==> config.mk <==
export PLATFORM = sky130hd
export DESIGN_NAME = pool_max_stream_flat
export DESIGN_NICKNAME = d
export VERILOG_FILES = /design/src/rtl/pool_max_stream_pkg.sv /design/src/rtl/pool_max_stream_if.sv /design/src/rtl/pool_max_stream_lane.sv /design/src/rtl/pool_max_stream.sv /design/src/flat_wrapper.sv
export SDC_FILE = /design/constraint.sdc
export NUM_CORES = 1
export LEC_CHECK = 0
export CAP_MARGIN = 20
export CELL_PAD_IN_SITES_DETAIL_PLACEMENT = 1
export CELL_PAD_IN_SITES_GLOBAL_PLACEMENT = 2
export CORE_MARGIN = 1.5
export CORE_UTILIZATION = 35
export CTS_BUF_LIST = sky130_fd_sc_hd__clkbuf_4
export DETAILED_ROUTE_END_ITERATION = 10
export GPL_TIMING_DRIVEN = 0
export HOLD_SLACK_MARGIN = 0.03
export PLACE_DENSITY_LB_ADDON = 0.1
export SKIP_LAST_GASP = 1
export SYNTH_ARGS = -nofsm -noshare
export SYNTH_HDL_FRONTEND = slang
export SYNTH_SLANG_ARGS = --single-unit
==> constraint.sdc <==
create_clock -name clk -period 4.05 [get_ports clk]
set_input_delay 0.81 -clock clk [delete_from_list [all_inputs] [get_ports clk]]
set_output_delay 0.81 -clock clk [all_outputs]
set_load 0.02 [all_outputs]
==> src/rtl/pool_max_stream_pkg.sv <==
// Shared types for the streaming max-pool block: pixel width, lane vector and FSM states.
package pool_max_stream_pkg;

    localparam int DWIDTH     = 16;
    localparam int N_LANE_DEF = 8;

    typedef logic signed [DWIDTH-1:0] pix_t;
    typedef pix_t [N_LANE_DEF-1:0]    lane_vec_t;

    typedef enum logic [1:0] {
        IDLE = 2'd0,
        ACC  = 2'd1,
        OUT  = 2'd2
    } state_t;

endpackage

==> src/rtl/pool_max_stream_if.sv <==
// Control, pixel-in and result handshake bundle for pool_max_stream.
interface pool_max_stream_if #(
    parameter int N_LANE    = 8,
    parameter int PSIZE_MAX = 4
);
    import pool_max_stream_pkg::*;

    localparam int PSW = $clog2(PSIZE_MAX + 1);

    logic                  start;
    logic [PSW-1:0]        pool_size;
    logic                  relu_en;
    logic                  in_valid;
    logic                  in_ready;
    pix_t [N_LANE-1:0]     pixel_in;
    logic                  out_valid;
    logic                  out_ready;
    pix_t [N_LANE-1:0]     pixel_out;
    logic                  busy;

    modport master (
        output start, pool_size, relu_en, in_valid, pixel_in, out_ready,
        input  in_ready, out_valid, pixel_out, busy
    );

    modport slave (
        input  start, pool_size, relu_en, in_valid, pixel_in, out_ready,
        output in_ready, out_valid, pixel_out, busy
    );

endinterface

==> src/rtl/pool_max_stream_lane.sv <==
// One channel of the max-pool: running signed max over the window, ReLU applied when the result is latched.
module pool_max_lane
    import pool_max_stream_pkg::*;
(
    input  logic clk,
    input  logic xrst,
    input  logic en,
    input  logic first,
    input  logic last,
    input  logic relu_en,
    input  pix_t pixel_in,
    output pix_t pixel_out
);

    function automatic pix_t max_s(input pix_t a, input pix_t b);
        return (a > b) ? a : b;
    endfunction

    function automatic pix_t relu_floor(input pix_t v, input logic floor_en);
        return (floor_en && (v < 0)) ? '0 : v;
    endfunction

    pix_t acc_p0;
    pix_t acc_nxt;

    // First beat overwrites, so the most-negative value survives without a zero bias.
    always_comb begin
        acc_nxt = first ? pixel_in : max_s(acc_p0, pixel_in);
    end

    always_ff @(posedge clk or negedge xrst) begin
        if (!xrst) begin
            acc_p0    <= '0;
            pixel_out <= '0;
        end else begin
            if (en) begin
                acc_p0 <= acc_nxt;
            end
            if (en && last) begin
                pixel_out <= relu_floor(acc_nxt, relu_en);
            end
        end
    end

endmodule

==> src/rtl/pool_max_stream.sv <==
// Streaming KxK max-pool over N_LANE channels: window FSM, beat counter and result handshake.
module pool_max_stream
    import pool_max_stream_pkg::*;
#(
    parameter int N_LANE    = 8,
    parameter int PSIZE_MAX = 4
) (
    input  logic               clk,
    input  logic               xrst,
    pool_max_stream_if.slave   bus
);

    localparam int PSW = $clog2(PSIZE_MAX + 1);
    localparam int CW  = $clog2(PSIZE_MAX * PSIZE_MAX + 1);

    // K=0 behaves as 1 and oversize K saturates at the largest supported window.
    function automatic logic [CW-1:0] win_target(input logic [PSW-1:0] ps);
        int k;
        k = int'(ps);
        if (k < 1) k = 1;
        if (k > PSIZE_MAX) k = PSIZE_MAX;
        return CW'(k * k);
    endfunction

    state_t          state_q, state_d;
    logic [CW-1:0]   cnt_q;
    logic [CW-1:0]   target_q;
    logic            relu_q;
    logic            accept;
    logic            open_win;
    logic            last_beat;
    logic            first_beat;
    logic            in_ready_c;
    logic            out_valid_c;
    pix_t [N_LANE-1:0] lane_out;

    assign first_beat = (cnt_q == '0);
    assign last_beat  = (cnt_q == (target_q - CW'(1)));

    always_ff @(posedge clk or negedge xrst) begin
        if (!xrst) begin
            state_q <= IDLE;
        end else begin
            state_q <= state_d;
        end
    end

    always_comb begin
        state_d     = state_q;
        in_ready_c  = 1'b0;
        out_valid_c = 1'b0;
        accept      = 1'b0;
        open_win    = 1'b0;
        case (state_q)
            IDLE: begin
                if (bus.start) begin
                    open_win = 1'b1;
                    state_d  = ACC;
                end
            end
            ACC: begin
                in_ready_c = 1'b1;
                accept     = bus.in_valid;
                if (accept && last_beat) begin
                    state_d = OUT;
                end
            end
            OUT: begin
                out_valid_c = 1'b1;
                if (bus.out_ready) begin
                    if (bus.start) begin
                        open_win = 1'b1;
                        state_d  = ACC;
                    end else begin
                        state_d = IDLE;
                    end
                end
            end
            default: state_d = IDLE;
        endcase
    end

    always_ff @(posedge clk or negedge xrst) begin
        if (!xrst) begin
            cnt_q    <= '0;
            target_q <= CW'(1);
            relu_q   <= 1'b0;
        end else if (open_win) begin
            cnt_q    <= '0;
            target_q <= win_target(bus.pool_size);
            relu_q   <= bus.relu_en;
        end else if (accept) begin
            cnt_q <= cnt_q + CW'(1);
        end
    end

    for (genvar i = 0; i < N_LANE; i++) begin : g_lane
        pool_max_lane u_lane (
            .clk       (clk),
            .xrst      (xrst),
            .en        (accept),
            .first     (first_beat),
            .last      (last_beat),
            .relu_en   (relu_q),
            .pixel_in  (bus.pixel_in[i]),
            .pixel_out (lane_out[i])
        );
    end

    assign bus.in_ready  = in_ready_c;
    assign bus.out_valid = out_valid_c;
    assign bus.pixel_out = lane_out;
    assign bus.busy      = (state_q != IDLE);

endmodule

==> src/flat_wrapper.sv <==
// flat-port wrapper written by rule: the top's interface ports become plain ports
module pool_max_stream_flat import pool_max_stream_pkg::*;
#(
    parameter int N_LANE    = 8,
    parameter int PSIZE_MAX = 4
)
  (clk, xrst, bus_start, bus_pool_size, bus_relu_en, bus_in_valid, bus_pixel_in, bus_out_ready, bus_in_ready, bus_out_valid, bus_pixel_out, bus_busy);
  pool_max_stream_if #(.N_LANE(N_LANE), .PSIZE_MAX(PSIZE_MAX)) bus_i ();
  input  logic clk;
  input  logic xrst;
  input wire logic [$bits(bus_i.start)-1:0] bus_start;
  input wire logic [$bits(bus_i.pool_size)-1:0] bus_pool_size;
  input wire logic [$bits(bus_i.relu_en)-1:0] bus_relu_en;
  input wire logic [$bits(bus_i.in_valid)-1:0] bus_in_valid;
  input wire logic [$bits(bus_i.pixel_in)-1:0] bus_pixel_in;
  input wire logic [$bits(bus_i.out_ready)-1:0] bus_out_ready;
  output wire logic [$bits(bus_i.in_ready)-1:0] bus_in_ready;
  output wire logic [$bits(bus_i.out_valid)-1:0] bus_out_valid;
  output wire logic [$bits(bus_i.pixel_out)-1:0] bus_pixel_out;
  output wire logic [$bits(bus_i.busy)-1:0] bus_busy;
  assign bus_i.start = bus_start;
  assign bus_i.pool_size = bus_pool_size;
  assign bus_i.relu_en = bus_relu_en;
  assign bus_i.in_valid = bus_in_valid;
  assign bus_i.pixel_in = bus_pixel_in;
  assign bus_i.out_ready = bus_out_ready;
  assign bus_in_ready = bus_i.in_ready;
  assign bus_out_valid = bus_i.out_valid;
  assign bus_pixel_out = bus_i.pixel_out;
  assign bus_busy = bus_i.busy;
  pool_max_stream #(.N_LANE(N_LANE), .PSIZE_MAX(PSIZE_MAX)) u_core (.clk(clk), .xrst(xrst), .bus(bus_i));
endmodule
==> summary by stage, run 1 <==
Synthesis
Yosys mapped the design onto 59 distinct sky130hd cell types. Synthesis produced 1,607 cells. In this run the cell area of the synthesized design comes to 0.01564 mm². The number of enable-type register cells in the synthesized netlist is 0.

The average instance in the mapped netlist occupies 9.731 µm². Sequential elements use 42.89% of the synthesized area. The Yosys step of the flow raised 0 warnings. The async set or reset register ratio after synthesis is 100.0%. The synthesis-stage register bit count is 268.

Counting every net in the synthesized netlist gives 1,875. The leading register cell type out of synthesis is sky130_fd_sc_hd__dfrtp_1.

Clocking
The tree is rooted in a sky130_fd_sc_hd__clkbuf_4. The H-tree was split into 3 levels. After clock tree synthesis, the clock-pin slew on the worst setup and hold paths is 50 ps.

The clock sink count is 268. The total setup buffers inserted after CTS is 0. The CTS tree is done.

The clock insertion delay at the later pin of the skew report is 800 ps. TritonCTS created 82 clock buffers. Counting along the longest clock path gives a buffer depth of 3.

Finish
The library cells used most frequently in the layout, excluding fill and tap cells, are sky130_fd_sc_hd__dfrtp_1, sky130_fd_sc_hd__clkdlybuf4s50_1, sky130_fd_sc_hd__nand2_1, sky130_fd_sc_hd__inv_1, sky130_fd_sc_hd__ha_1. The count of fill cells added during filler insertion is 5,118. The layout-stage area growth over the synthesis result is 28.86%.

The net count of the finished layout is 2,232. Of the cells placed in the final design, the portion with a size suffix greater than 1 is 13.07%. The most common cell after layout, fill and taps aside is sky130_fd_sc_hd__dfrtp_1.

Timing
Derived from the worst setup path, the maximum achievable clock frequency is 0.2656 GHz. In this run the tightest slew margin relative to its limit is 23.87%. The hold violation count in the final report is 0. The worst setup slack after layout is 285.3 ps. The shortest clock period the worst path allows after layout is 3765 ps. The final worst-path cycle share is 92.96%. The post-route setup TNS is 0 ps. At the pin with the least slew margin, the transition time is 1132 ps. Setup repair after global routing left no endpoint under its margin. The final setup skew is 33.99 ps.

The final-report max-slew violation count is 0. Setup violations remaining at the end of the flow were counted as 0.

Global route
Global routing finished with a remaining overflow of 0. The total global-route track usage is 22.23%. The via count of the first global-routing pass is 14,649. The number of antenna violations at the first check in global routing came to 5. The first global-routing pass estimated 80,840 µm of wire. Entering global routing, the biggest net connects 111 pins.

Power and ir drop
The switching component of the power is 6.694 mW. The internal portion of total power is 8.871 mW. The sequential group share of total power is 30.9%. Per report_power, the clock group accounts for 16.2% of the total. The peak ir drop on the vdd network is 311.5 µV.

The power share of the combinational group is 52.9%. The switching share of power is 43.01%. For this design the static power due to leakage is 9.150 nW.

The total power per unit cell area is 772.4 mW/mm².

Routing
For this run, design rule violations remaining after detail routing come to 0. The first routing iteration left 531 violations. The total wire length is 50,310 µm.

The routed layout has 13,635 vias. The count of nets left with antenna violations once routing finished came out at 0. The wire length per cell after detailed routing is 19.29 µm. Using the TritonRoute via totals, the vias-per-cell ratio works out to 5.228. The first detailed-routing pass ran for 5 iterations.

Critical path
The data arrival time of the critical path is 4430 ps. The launching point of the worst reg2reg path is u_core.target_q[0]$_DFFE_PN1P_. The worst setup path is captured at a register. The critical path data required time is 4710 ps.

The worst setup path is launched from a primary input. The endpoint of the most critical register-to-register path is u_core.g_lane[6].u_lane.pixel_out[3]$_DFFE_PN0P_. Along the worst path, the maximum fanout reaches 10. The number of cells on the worst reg-to-reg path is 10. The reg-to-reg setup timing slack is 480 ps.

The setup path with the least slack is of type in2reg.

Die
268 I/O pins were placed. The starting utilization of the core area is 35.44%. From bottom edge to top edge, the die measures 214.4 µm. The overall die area is 0.04596 mm². The floorplan step set the die width to 214.4 µm. The number of core rows is 77. The core region is 0.04412 mm².

Min path
In this run the most critical hold path is launched from u_core.g_lane[1].u_lane.pixel_out[13]$_DFFE_PN0P_. The number of instances on the worst hold path is 2. The class of the tightest hold or removal check is reg2reg. The endpoint of the worst hold path is u_core.g_lane[1].u_lane.pixel_out[13]$_DFFE_PN0P_.

Outcome
The run finished with clean final reports.

Place
The wire-length estimate of the detail-placed layout is 37,100 µm. The placer congestion estimate is 0.7871. Before CTS, the worst setup slack after placement is -970.2 ps.

Input and output buffers added on the ports amount to 267.

Flow run
The max-capacitance violation count is 0.
## stage by stage
stage | hold slack, ps | cell area, µm² | util, % | instances | power [mW]
floorplan | 475.1 | 15640 | - | 1607 | 10.05
global placement | 460.0 | 19050 | 43.17 | 2466 | 12.84
detailed placement | 469.9 | 19130 | 43.36 | 2470 | 13.10
CTS | 483.5 | 20090 | 45.52 | 2603 | 15.78
global route | 510.3 | 20150 | 45.66 | 2607 | 16.90
finish | 477.2 | 20150 | 45.67 | 2608 | 15.57
## per-layer routing
layer	wire [µm]	vias to the layer above	track usage (%)	share of wire [%]
li1	-	6490	-	-
met3	2442	83	4.950	4.9
met1	22580	6777	28.43	45
met4	1298	2	8.545	2.6
met2	23980	283	36.60	48
met5	8	-	0	0.016
## synth_stat cells (all sizes together), types with 12 or more instances
master  count  area share (%)
nand3      27            0.86
nand4      39             1.6
nor2b      16            0.64
a221oi     31             1.7
nor3       30            0.96
a211oi     57             3.2
inv       141             3.4
mux2       94             7.0
clkbuf     63             1.5
a21o       12            0.58
nor2      115             2.8
a22o       19             1.1
and3       14            0.56
nor3b      12            0.58
a21oi      70             2.2
nand2     161             3.9
ha        131              10
dfrtp     267              43
o21ai     126             4.1
mux2i      78             5.0
## state kept, by name, indices dropped and copies added (netlist names)
register / flops
u_core.g_lane.u_lane.pixel_out: 128
u_core.g_lane.u_lane.acc_p0: 128
u_core.target_q: 4
u_core.relu_q: 1
u_core.state_q: 2
u_core.cnt_q: 5
## worst max-delay path, cell delays in order
cell and delay (ps):
sky130_fd_sc_hd__clkdlybuf4s50_1 570, sky130_fd_sc_hd__inv_1 70, sky130_fd_sc_hd__ha_1 380, sky130_fd_sc_hd__nand4_1 170
sky130_fd_sc_hd__nor3_1 460, sky130_fd_sc_hd__a31oi_1 400, sky130_fd_sc_hd__o21ai_2 300, sky130_fd_sc_hd__a31oi_1 120
sky130_fd_sc_hd__nor2_2 400, sky130_fd_sc_hd__buf_2 370, sky130_fd_sc_hd__mux2_2 370
## how the worst max path moves through the flow
stage / depth (start not counted) / end / slack [ps] / start
floorplan: 10 / u_core.g_lane[6].u_lane.acc_p0[10]$_DFFE_PN0P_ / 550 / bus_pixel_in[111]
global placement: 1 / u_core.g_lane[4].u_lane.pixel_out[8]$_DFFE_PN0P_ / -10640 / xrst
detailed placement: 12 / u_core.g_lane[7].u_lane.pixel_out[0]$_DFFE_PN0P_ / -970 / bus_pixel_in[127]
CTS: 11 / u_core.g_lane[7].u_lane.acc_p0[12]$_DFFE_PN0P_ / 10 / bus_pixel_in[127]
global route: 12 / u_core.g_lane[1].u_lane.pixel_out[13]$_DFFE_PN0P_ / 1 / bus_pixel_in[31]
finish: 11 / u_core.g_lane[7].u_lane.acc_p0[12]$_DFFE_PN0P_ / 290 / bus_pixel_in[127]
## final cells by class
class                   instances  area, µm²  share of cell area (%)
repair buffers                273       2765                   13.72
flip-flops and latches        268       6708                   33.29
multi-input cells            1125       8155                   40.47
diodes                          4      10.01                 0.04967
clock buffers                 115      863.3                   4.284
well taps                     592      740.7                   3.676
inverters                     141      529.3                   2.627
plain buffers                  73      312.8                   1.552
clock inverters                17      66.31                  0.3291
## cell families after synthesis
kind of cell | share of synthesized area [%]
XOR/XNOR | 0.5601
buffers and inverters | 5.321
AO/OA/AOI/OAI | 15.14
multiplexers | 11.95
adder cells (fa/ha/maj) | 10.48
AND/OR/NAND/NOR | 13.65
flip-flops | 42.89
## power by group through the flow
stage          combinational (mW)  clock [mW]  sequential [mW]
2_1_floorplan                4.89           0             5.17
3_3_place_gp                 8.06           0             4.79
3_5_place_dp                 8.25           0             4.85
4_1_cts                      8.31        2.65             4.82
5_1_grt                      9.12        2.79             4.99
6_report                     8.24        2.52             4.81
## timing repair
action,in CTS,in global routing
hold buffers,1,0
endpoints found under the hold margin,78,0
setup endpoints to repair,21,95
pin swaps,0,0
gates resized for setup,3,20
Power figures use the tool's default switching activity.
==> inputs of run 2 (changes only) <==
Settings changed: SLEW_MARGIN from default to 40.
==> summary by stage, run 2 (same netlist as run 1, synthesis figures left out) <==
Outcome
The flow ran to the end, and the final reports show no timing, DRC or antenna violations.

Power and ir drop
The final total power came to 15.90 mW (+2.1%). The power share of the combinational group was 52.0% (-0.9 points). The internal portion of total power is 9.158 mW (+3.2%).

The peak ir drop on the vdd network is 290.6 µV (-6.7%). The switching share of power was 42.39% (-0.62 points). The power share of the clock group is 17.8% (+1.6 points).

The leakage dissipation came to 9.263 nW (+1.2%). The switching component of the power is 6.738 mW (+0.66%). The sequential group share of total power is 30.2% (-0.7 points). The total power per unit cell area is 780.8 mW/mm² (+1.1%).

Place
The placer congestion estimate was 0.7871 (unchanged). The setup slack at placement is -981.2 ps (-11.06 ps). The count of port buffers added during placement is 267 (unchanged).

The total half-perimeter wirelength after legalization and detailed placement was 37,340 µm (+0.64%).

Finish
The library cell used most frequently in the layout, excluding fill and tap cells, is sky130_fd_sc_hd__dfrtp_1. The share of cells above drive strength 1 is 14.22% (+1.1 points). In the layout the commonest cells are sky130_fd_sc_hd__dfrtp_1, sky130_fd_sc_hd__clkdlybuf4s50_1, sky130_fd_sc_hd__nand2_1, sky130_fd_sc_hd__inv_1, sky130_fd_sc_hd__ha_1. The largest registers in the layout are u_core.g_lane.u_lane.acc_p0 x128, u_core.g_lane.u_lane.pixel_out x128, u_core.cnt_q x5. The layout-stage area growth over the synthesis result is 30.19%. The area taken by flip-flops and latches is 0.006708 mm² (unchanged).

The count of fill cells added during filler insertion was 5,147 (+0.57%). The net count of the finished layout is 2,237 (+0.22%). The multi-input logic area is 0.008165 mm² (+0.12%).

The end-of-flow core utilization was 46.14% (+0.47 points).

Critical path
The worst setup path is captured at a register. The data arrival time of the critical path was 4510 ps (+80 ps). The endpoint of the most critical register-to-register path is u_core.g_lane[5].u_lane.pixel_out[4]$_DFFE_PN0P_. The depth of the worst register-to-register path is 10 (unchanged). The critical path data required time is 4720 ps (about the same).

In this run the critical register-to-register path is launched from u_core.target_q[0]$_DFFE_PN1P_. The kind of start point of the critical path is a primary input. The worst-path maximum fanout came to 10 (unchanged). The reg-to-reg setup timing slack is 470 ps (about the same).

The worst setup path is of the in2reg kind.

Clocking
The number of H-tree levels was 3 (unchanged). The clock sink count is 268 (unchanged). In this run the clock root is driven by a sky130_fd_sc_hd__clkbuf_4. The clock insertion delay at the later pin of the skew report was 800 ps (about the same). The number of buffers created by CTS is 84 (+2.4%). The register clock-pin slew on the reported worst setup and hold paths was 60 ps (about the same). TritonCTS built the clock tree.

The total setup buffers inserted after CTS is 0 (unchanged). The buffer depth of the longest clock path is 3 (unchanged).

Die
The die height is 214.4 µm (unchanged). The core area was 0.04412 mm² (unchanged). The starting utilization of the core area is 35.44% (unchanged). The number of top-level pins is 268 (unchanged). The overall die area was 0.04596 mm² (unchanged). The number of core rows is 77 (unchanged). The width of the die is 214.4 µm (unchanged).

Routing
The wire length per cell after detailed routing is 19.19 µm (-0.52%). The detailed-router iteration count before antenna repair is 6 (+1). The via count normalized by instance count is 5.184 (-0.84%).

The DRC marker count from the first detailed-route iteration is 497 (-6.4%). The remaining design rule violation count was 0 (unchanged). The number of routed nets with antenna violations is 0 (unchanged). The detailed-route via count was 13,593 (-0.31%).

The total wire length is 50,310 µm (about the same).

Timing
The count of final setup violators was 0 (unchanged). Setup repair after global routing left no endpoint under its margin. The shortest clock period the worst path allows after layout came to 3840 ps (+75.37 ps).

The worst setup slack after layout was 209.9 ps (-75.37 ps). The maximum operating frequency is 0.2604 GHz (-2.0%). The actual slew at the worst max-slew pin is 825.3 ps (-306.3 ps).

The final setup skew is 34.14 ps (+0.1513 ps). The final-report max-slew violation count came to 0 (unchanged). The final worst-path cycle share is 94.82% (+1.9 points). The worst hold slack was 475.0 ps (-2.174 ps).

The worst slew slack as a fraction of its limit is 44.86% (+21 points). The hold violation count in the final report is 0 (unchanged). The post-route setup TNS is 0 ps (unchanged).

Min path
The number of instances on the worst hold path is 2 (unchanged). The class of the tightest hold or removal check is reg2reg. The origin of the worst min-delay path is u_core.g_lane[1].u_lane.pixel_out[14]$_DFFE_PN0P_. For hold timing, the worst endpoint is u_core.g_lane[1].u_lane.pixel_out[14]$_DFFE_PN0P_.

Global route
The via count of the first global-routing pass was 14,581 (-0.46%). The total global-route track usage is 22.27% (+0.041 points). The final global-route overflow total came to 0 (unchanged). The pin count of the biggest net entering global routing is 67 (-40%).

The global-route wire length before repair is 81,010 µm (+0.21%). The number of antenna violations at the first check in global routing came to 4 (-1).

Flow run
The max-capacitance violation count was 0 (unchanged).
run 2: worst max-delay path, cell delays in order:
cell and delay (ps):
sky130_fd_sc_hd__clkdlybuf4s50_1 570, sky130_fd_sc_hd__inv_1 70, sky130_fd_sc_hd__ha_1 370, sky130_fd_sc_hd__nand4_1 180, sky130_fd_sc_hd__nor3_1 130, sky130_fd_sc_hd__a31oi_1 640
sky130_fd_sc_hd__nor3b_1 760, sky130_fd_sc_hd__clkbuf_1 550, sky130_fd_sc_hd__a221oi_1 170, sky130_fd_sc_hd__a211oi_1 270
run 2: power by group through the flow:
| stage | combinational, mW | sequential [mW] | clock [mW] |
|---|---|---|---|
| 6_report | 8.26 | 4.80 | 2.83 |
| 2_1_floorplan | 4.89 | 5.17 | 0 |
| 3_3_place_gp | 8.06 | 4.79 | 0 |
| 5_1_grt | 9.16 | 4.98 | 3.10 |
| 4_1_cts | 8.34 | 4.81 | 2.96 |
| 3_5_place_dp | 8.28 | 4.84 | 0 |
run 2: cell type report:
class                           count  share of cell area (%)
Inverter                          141                   2.600
Timing Repair Buffer              276                   13.84
Sequential cell                   268                   32.95
Tap cell                          592                   3.638
Antenna cell                        4                 0.04917
Buffer                             73                   1.524
Clock buffer                      130                   4.794
Clock inverter                     13                  0.4978
Multi-Input combinational cell   1125                   40.11
run 2: metrics by stage:
stage	std cells	cell area (µm²)
finish	2622	20360
global route	2621	20360
CTS	2618	20300
detailed placement	2474	19210
global placement	2466	19050
floorplan	1607	15640
run 2: worst max-delay path by stage:
stage	end	slack, ps	start	cells after the start
2_1_floorplan	u_core.g_lane[6].u_lane.acc_p0[10]$_DFFE_PN0P_	550	bus_pixel_in[111]	10
6_report	u_core.g_lane[7].u_lane.pixel_out[5]$_DFFE_PN0P_	210	bus_pixel_in[127]	10
3_5_place_dp	u_core.g_lane[7].u_lane.pixel_out[0]$_DFFE_PN0P_	-980	bus_pixel_in[127]	12
4_1_cts	u_core.g_lane[7].u_lane.acc_p0[14]$_DFFE_PN0P_	10	bus_pixel_in[127]	11
5_1_grt	u_core.g_lane[5].u_lane.pixel_out[9]$_DFFE_PN0P_	20	bus_pixel_in[95]	13
3_3_place_gp	u_core.g_lane[4].u_lane.pixel_out[8]$_DFFE_PN0P_	-10640	xrst	1
run 2: layer usage:
metal	vias to the layer above	wire length, µm	global-route usage [%]
li1	6511	-	-
met1	6729	22740	28.94
met2	280	23910	36.41
met3	73	2503	4.766
met4	0	1160	8.286
met5	-	0	0
run 2: repair_timing:
| item | CTS | global route |
|---|---|---|
| hold buffers | 1 | 0 |
| hold endpoints to repair | 27 | 0 |
| setup endpoints to repair | 17 | 72 |
| pin swaps | 0 | 0 |
| resized for setup | 2 | 19 |
